<file path="src/rtl/mem_pkg.sv">
// Package for the block copy/fill engine.
// Holds the FSM state encoding, the op codes and the default widths shared by
// mem_copy_engine and mem_ptr_counter.
package mem_pkg;

   localparam int MEM_DATA_W = 16;
   localparam int MEM_ADDR_W = 16;
   localparam int MEM_LEN_W  = 16;

   localparam logic OP_COPY = 1'b0;
   localparam logic OP_FILL = 1'b1;

   typedef enum logic [1:0] {
      IDLE  = 2'd0,
      READ  = 2'd1,
      WRITE = 2'd2,
      DONE  = 2'd3
   } engStateT;

endpackage

</file>
<file path="src/rtl/mem_ptr_counter.sv">
// Loadable address pointer with increment. Wraps modulo 2**W.
// Ports:
//   clk, reset   clock, asynchronous active-high reset (ptr -> 0)
//   load         load loadValue (has priority over inc)
//   inc          advance ptr by one
//   loadValue    base address to load
//   ptr          current pointer
module mem_ptr_counter
   import mem_pkg::*;
#(
   parameter int W = MEM_ADDR_W
) (
   input  logic         clk,
   input  logic         reset,
   input  logic         load,
   input  logic         inc,
   input  logic [W-1:0] loadValue,
   output logic [W-1:0] ptr
);

   always_ff @(posedge clk or posedge reset) begin
      if (reset)     ptr <= '0;
      else if (load) ptr <= loadValue;
      else if (inc)  ptr <= ptr + W'(1);
   end

endmodule

</file>
<file path="src/rtl/mem_copy_engine.sv">
// Block COPY / FILL bus initiator for the memory_block port.
// Issues one memory access per cycle while busy; COPY alternates READ/WRITE,
// FILL writes every cycle.
// Ports:
//   clk, reset                     clock, asynchronous active-high reset
//   start, op, src_addr, dst_addr,
//   len, fill_value                request and operands (captured in IDLE)
//   busy, done                     status toward control unit
//   mem_address, mem_data, mem_wEn memory port outputs
//   mem_outData                    combinational read data from memory
module mem_copy_engine
   import mem_pkg::*;
#(
   parameter int DATA_W = MEM_DATA_W,
   parameter int ADDR_W = MEM_ADDR_W,
   parameter int LEN_W  = MEM_LEN_W
) (
   input  logic              clk,
   input  logic              reset,
   input  logic              start,
   input  logic              op,
   input  logic [ADDR_W-1:0] src_addr,
   input  logic [ADDR_W-1:0] dst_addr,
   input  logic [LEN_W-1:0]  len,
   input  logic [DATA_W-1:0] fill_value,
   output logic              busy,
   output logic              done,
   output logic [ADDR_W-1:0] mem_address,
   output logic [DATA_W-1:0] mem_data,
   output logic              mem_wEn,
   input  logic [DATA_W-1:0] mem_outData
);

   engStateT          state, stateNext;
   logic              opQ;
   logic [DATA_W-1:0] fillQ, holdQ, lastData;
   logic [ADDR_W-1:0] srcPtr, dstPtr, lastAddr;
   logic [LEN_W-1:0]  count;
   logic              accept;

   assign accept = (state == IDLE) && start;

   mem_ptr_counter #(.W(ADDR_W)) srcCtr (
      .clk(clk), .reset(reset), .load(accept), .inc(state == READ),
      .loadValue(src_addr), .ptr(srcPtr)
   );

   mem_ptr_counter #(.W(ADDR_W)) dstCtr (
      .clk(clk), .reset(reset), .load(accept), .inc(state == WRITE),
      .loadValue(dst_addr), .ptr(dstPtr)
   );

   always_comb begin
      stateNext = state;
      case (state)
         IDLE: begin
            if (start) begin
               if (len == '0)         stateNext = DONE;
               else if (op == OP_COPY) stateNext = READ;
               else                    stateNext = WRITE;
            end
         end
         READ:  stateNext = WRITE;
         WRITE: begin
            if (count == LEN_W'(1))  stateNext = DONE;
            else if (opQ == OP_COPY) stateNext = READ;
            else                     stateNext = WRITE;
         end
         DONE:    stateNext = IDLE;
         default: stateNext = IDLE;
      endcase
   end

   // Outputs depend on registered state only. Address/data fall back to the
   // last driven values so the bus stays stable in IDLE, READ data and DONE.
   always_comb begin
      busy        = (state != IDLE);
      done        = (state == DONE);
      mem_wEn     = (state == WRITE);
      mem_address = lastAddr;
      mem_data    = lastData;
      case (state)
         READ:  mem_address = srcPtr;
         WRITE: begin
            mem_address = dstPtr;
            mem_data    = (opQ == OP_COPY) ? holdQ : fillQ;
         end
         default: ;
      endcase
   end

   always_ff @(posedge clk or posedge reset) begin
      if (reset) begin
         state    <= IDLE;
         opQ      <= OP_COPY;
         fillQ    <= '0;
         holdQ    <= '0;
         count    <= '0;
         lastAddr <= '0;
         lastData <= '0;
      end else begin
         state    <= stateNext;
         lastAddr <= mem_address;
         lastData <= mem_data;
         if (accept) begin
            opQ   <= op;
            fillQ <= fill_value;
            count <= len;
         end
         if (state == READ)  holdQ <= mem_outData;
         if (state == WRITE) count <= count - LEN_W'(1);
      end
   end

endmodule

</file>
<file path="config.mk">
export PLATFORM = sky130hd
export DESIGN_NAME = mem_copy_engine
export DESIGN_NICKNAME = d
export VERILOG_FILES = /design/src/rtl/mem_pkg.sv /design/src/rtl/mem_ptr_counter.sv /design/src/rtl/mem_copy_engine.sv
export SDC_FILE = /design/constraint.sdc
export NUM_CORES = 1
export LEC_CHECK = 0
export BUFFER_PORTS_ARGS = -buffer_cell sky130_fd_sc_hd__buf_4
export CAP_MARGIN = 30
export CORE_UTILIZATION = 39
export CTS_CLUSTER_SIZE = 14
export DETAILED_ROUTE_END_ITERATION = 7
export PLACE_DENSITY = 0.7
export SYNTH_ARGS = -nofsm -noshare
export SYNTH_HDL_FRONTEND = slang
export SYNTH_SLANG_ARGS = --single-unit
export TNS_END_PERCENT = 1
</file>
<file path="constraint.sdc">
create_clock -name clk -period 3.93 [get_ports clk]
set_clock_uncertainty 0.1 [all_clocks]
set_input_delay 0.393 -clock clk [delete_from_list [all_inputs] [get_ports clk]]
set_output_delay 0.393 -clock clk [all_outputs]
set_load 0.01 [all_outputs]
</file>
==> Flow_metrics.wiki <==
{| class="wikitable"
! Metric !! Value
|-
| Leakage power summed over all cells || 0.00321 µW
|-
| Pwr/cell area || 925 nW/µm²
|-
| Post-synthesis mux area share || 0.0675
|-
| Adder and majority gate portion of the synthesized area || 0.0200
|-
| Fill cell instance count of the final layout || 1298
|-
| Clock slew at the register clock pins of the worst setup and hold paths || 60 ps
|-
| Final hold viol count || 0
|-
| Global-route total usage across every layer || 0.213
|-
| Simple logic cell fraction of the synthesized area || 0.194
|-
| Arrival time worst endpoint || 2390 ps
|-
| Wire length of the first global-routing pass || 23700 µm
|-
| Number of nets with antenna violations after routing || 0
|-
| Worst Path Required || between 3000 and 4000 ps
|-
| Peak supply drop || 0.000444 V
|-
| Max Freq || 0.346 GHz
|-
| Number of violations reported at the end of detailed-routing iteration 0 || 301
|-
| Sequential power share || 0.347
|-
| Leading cell types in the layout, fill and taps excluded || sky130_fd_sc_hd__buf_4, sky130_fd_sc_hd__dfrtp_1, sky130_fd_sc_hd__nand2_1, sky130_fd_sc_hd__nor2_1, sky130_fd_sc_hd__a21oi_1
|-
| Clk network pwr share || 0.219
|-
| Setup repair after global routing missed its margin || no
|-
| Number of placement rows || 43
|-
| Top FF cell, synth || sky130_fd_sc_hd__dfrtp_1
|-
| Final clock period utilization by the worst path || 0.734
|-
| Cts-stage hold buffer count || 1
|-
| Net count after synthesis || 683
|-
| Total Power Consumption || 6730 µW
|-
| Worst-margin pin slew || ~930 ps
|-
| Root buf cell || sky130_fd_sc_hd__clkbuf_16
|-
| Post-detailed-placement half-perimeter wirelength || a little over 10000 µm
|-
| CTS tree || built
|-
| Max-slew violation count || 0
|-
| Detail-routed via count per cell || 5.41
|-
| Number of nets in the layout || 796
|-
| Total of warnings raised by yosys || 0
|-
| Antenna violations before repair || 0
|-
| Combinational family with the most area after synthesis || simple AND/OR/NAND/NOR gates
|-
| Via count of the first global-routing pass || 4675
|-
| I/O pin count || around 120
|-
| Worst Setup Start Kind || flop
|-
| Number of endpoints failing setup at the final stage || 0
|-
| Class of the tightest hold or removal check || in2reg
|-
| Outcome || completed
|-
| Number of buffers inserted by port buffering || 118
|-
| DRC violation count after routing || 0
|-
| Switching power total || roughly 2700 µW
|-
| Post CTS Setup Buffer Count || 0
|-
| Standard cell core area || 14000 µm²
|-
| Proportion of synthesized chip area in sequential cells || 0.511
|-
| Number of diodes added for antenna fixing || 0
|-
| Maximum number of pins on one net before global-route repair || 48
|-
| Die Width || 122 µm
|-
| Post-CTS Resized || 0
|-
| Overall via count from detail_route || 4849
|-
| H-Tree Level Count || 4
|-
| Wirelength, routed || 15000 µm
|-
| Post-synth cell types || between 40 and 50
|-
| Critical Path Sink Type || output pin
|-
| Routability congestion estimate from global placement || 0.876
|-
| Number of enable flip-flop cells after synthesis || 0
|-
| Most common cell after layout, fill and taps aside || sky130_fd_sc_hd__buf_4
|-
| XOR/XNOR share of the synthesized area || 0.0435
|-
| Post-Syn Area || 5630 µm²
|-
| Setup TNS || 0 ps
|-
| Share of total power consumed by net switching || 0.404
|-
| CTS Buffer Depth || 2
|-
| Proportion of power drawn by combinational gates || 0.434
|-
| Proportion of layout cells with a drive suffix above 1 || 0.260
|-
| Syn-to-layout area delta || 29.3%
|-
| Post-synthesis async set-or-reset flop share || 1.00
|-
| Number of standard cells in the final layout excluding fillers || approximately 900
|-
| Total clock buffers created by CTS || 17
|-
| Area enclosed by the die boundary || 14900 µm²
|-
| Detailed-routing iteration count for the pre-antenna-repair pass || 5
|-
| Max Cap Violations || 0
|-
| FF+latch count, synth || 115
|-
| Vertical extent of the die || 122 µm
|-
| CTS sink count || 115
|-
| Initial standard-cell utilization of the core || 0.403
|-
| Wire length per cell || 16.7 µm
|-
| Normalized max-slew margin || 0.379
|-
| Complex-gate fraction of the synthesized area || 0.131
|-
| Mean Syn Cell Area || 9.55 µm²
|-
| GRT overflow || 0
|-
| CP max FO || 32
|-
| Category of the most critical setup path || reg2out
|-
| Synth Instances || 590
|-
| Worst skew pair latency || ~420 ps
|-
| Cell count after placement || 862
|-
| Internal || 4010 µW
|-
| Minimum clock period after layout || 2890 ps
|}
[per-stage QoR]
step                       util  instance area [µm²]  hold WS, ps  setup WS, ps
final                     0.520                 7280         62.3          1040
after global routing      0.520                 7280         53.1           882
after CTS                 0.519                 7260         48.2          1030
after detailed placement  0.478                 6690          363          1410
after global placement    0.478                 6690          361          1480
after floorplan               -                 5630          345           393
[power groups by stage]
| stage | Combinational (µW) | Sequential [µW] | Clock [µW] |
|---|---|---|---|
| floorplan | 1940 | 2120 | 0 |
| global placement | 2790 | 2330 | 0 |
| detailed placement | 2890 | 2350 | 0 |
| CTS | 2910 | 2350 | 1510 |
| global route | 3210 | 2410 | 1570 |
| finish | 2920 | 2340 | 1480 |
[sequential cells by signal, summed over array words and instances, names as in the netlist]
name / count
count: 16
dstCtr.ptr: 16
fillQ: 16
holdQ: 16
lastAddr: 16
lastData: 16
srcCtr.ptr: 16
state: 2
opQ: 1
[worst paths after layout]
check / depth (start not counted) / start / to / slack [ps]
max in group asynchronous: 4 / reset / count[5]$_DFFE_PP0P_ / 2280
setup / recovery: 5 / state[0]$_DFFE_PP0P_ / mem_address[13] / 1040
hold / removal: 3 / fill_value[11] / fillQ[11]$_DFFE_PP0P_ / 60
min in group asynchronous: 3 / reset / srcCtr.ptr[3]$_DFFE_PP0P_ / 510
hold reg to reg: 2 / fillQ[3]$_DFFE_PP0P_ / fillQ[3]$_DFFE_PP0P_ / 370
setup reg to reg: 7 / state[0]$_DFFE_PP0P_ / count[6]$_DFFE_PP0P_ / 1350
[cells in the mapped netlist, types with 5 or more instances]
library cell / n / share of area
sky130_fd_sc_hd__and3_1: 11 / 0.012
sky130_fd_sc_hd__mux2i_1: 20 / 0.036
sky130_fd_sc_hd__buf_1: 7 / 0.0047
sky130_fd_sc_hd__dfrtp_1: 115 / 0.51
sky130_fd_sc_hd__or4_1: 5 / 0.0067
sky130_fd_sc_hd__a31oi_1: 8 / 0.0089
sky130_fd_sc_hd__mux2_2: 16 / 0.032
sky130_fd_sc_hd__nand2_1: 98 / 0.065
sky130_fd_sc_hd__nor2_1: 53 / 0.035
sky130_fd_sc_hd__xnor2_1: 21 / 0.033
sky130_fd_sc_hd__o21ai_0: 30 / 0.027
sky130_fd_sc_hd__a22oi_1: 16 / 0.021
sky130_fd_sc_hd__xor2_1: 7 / 0.011
sky130_fd_sc_hd__ha_1: 9 / 0.020
sky130_fd_sc_hd__clkbuf_1: 28 / 0.019
sky130_fd_sc_hd__nand4_1: 13 / 0.014
sky130_fd_sc_hd__nand3_1: 11 / 0.0098
sky130_fd_sc_hd__inv_1: 14 / 0.0093
sky130_fd_sc_hd__a21oi_1: 38 / 0.034
sky130_fd_sc_hd__a211oi_1: 7 / 0.0093
sky130_fd_sc_hd__nor3_1: 11 / 0.0098
sky130_fd_sc_hd__nor4_1: 13 / 0.014
[worst max-delay path, stage by stage (launching register included)]
cell	delay (ps)
sky130_fd_sc_hd__dfrtp_1	370
sky130_fd_sc_hd__inv_1	100
sky130_fd_sc_hd__ha_1	910
sky130_fd_sc_hd__nor2_1	110
sky130_fd_sc_hd__a21oi_1	290
sky130_fd_sc_hd__buf_4	180
[area by class of cell]
cell class	count	area, µm²	share of cell area
clock inverters	14	128	0.0175
clock buffers	18	439	0.0603
inverters	14	55.1	0.00756
repair buffers	129	978	0.134
well taps	180	225	0.0309
multi-input cells	426	2580	0.354
flip-flops and latches	115	2880	0.395
[cell families after synthesis]
family,count (synthesis)
AOI/OAI and AO/OA,120
xor gates and xnor gates,28
adders and majority gates,9
buffers and inverters,49
DFF,115
muxes,36
and+or+nand+nor,233
[layer usage]
metal,vias up,part of all wire,GRT usage
met3,16,0.065,0.0506
li1,2314,-,-
met4,0,0.015,0.0960
met1,2358,0.46,0.290
met5,-,0,0
met2,161,0.46,0.321
No activity file was read; power rests on OpenSTA's default activity.
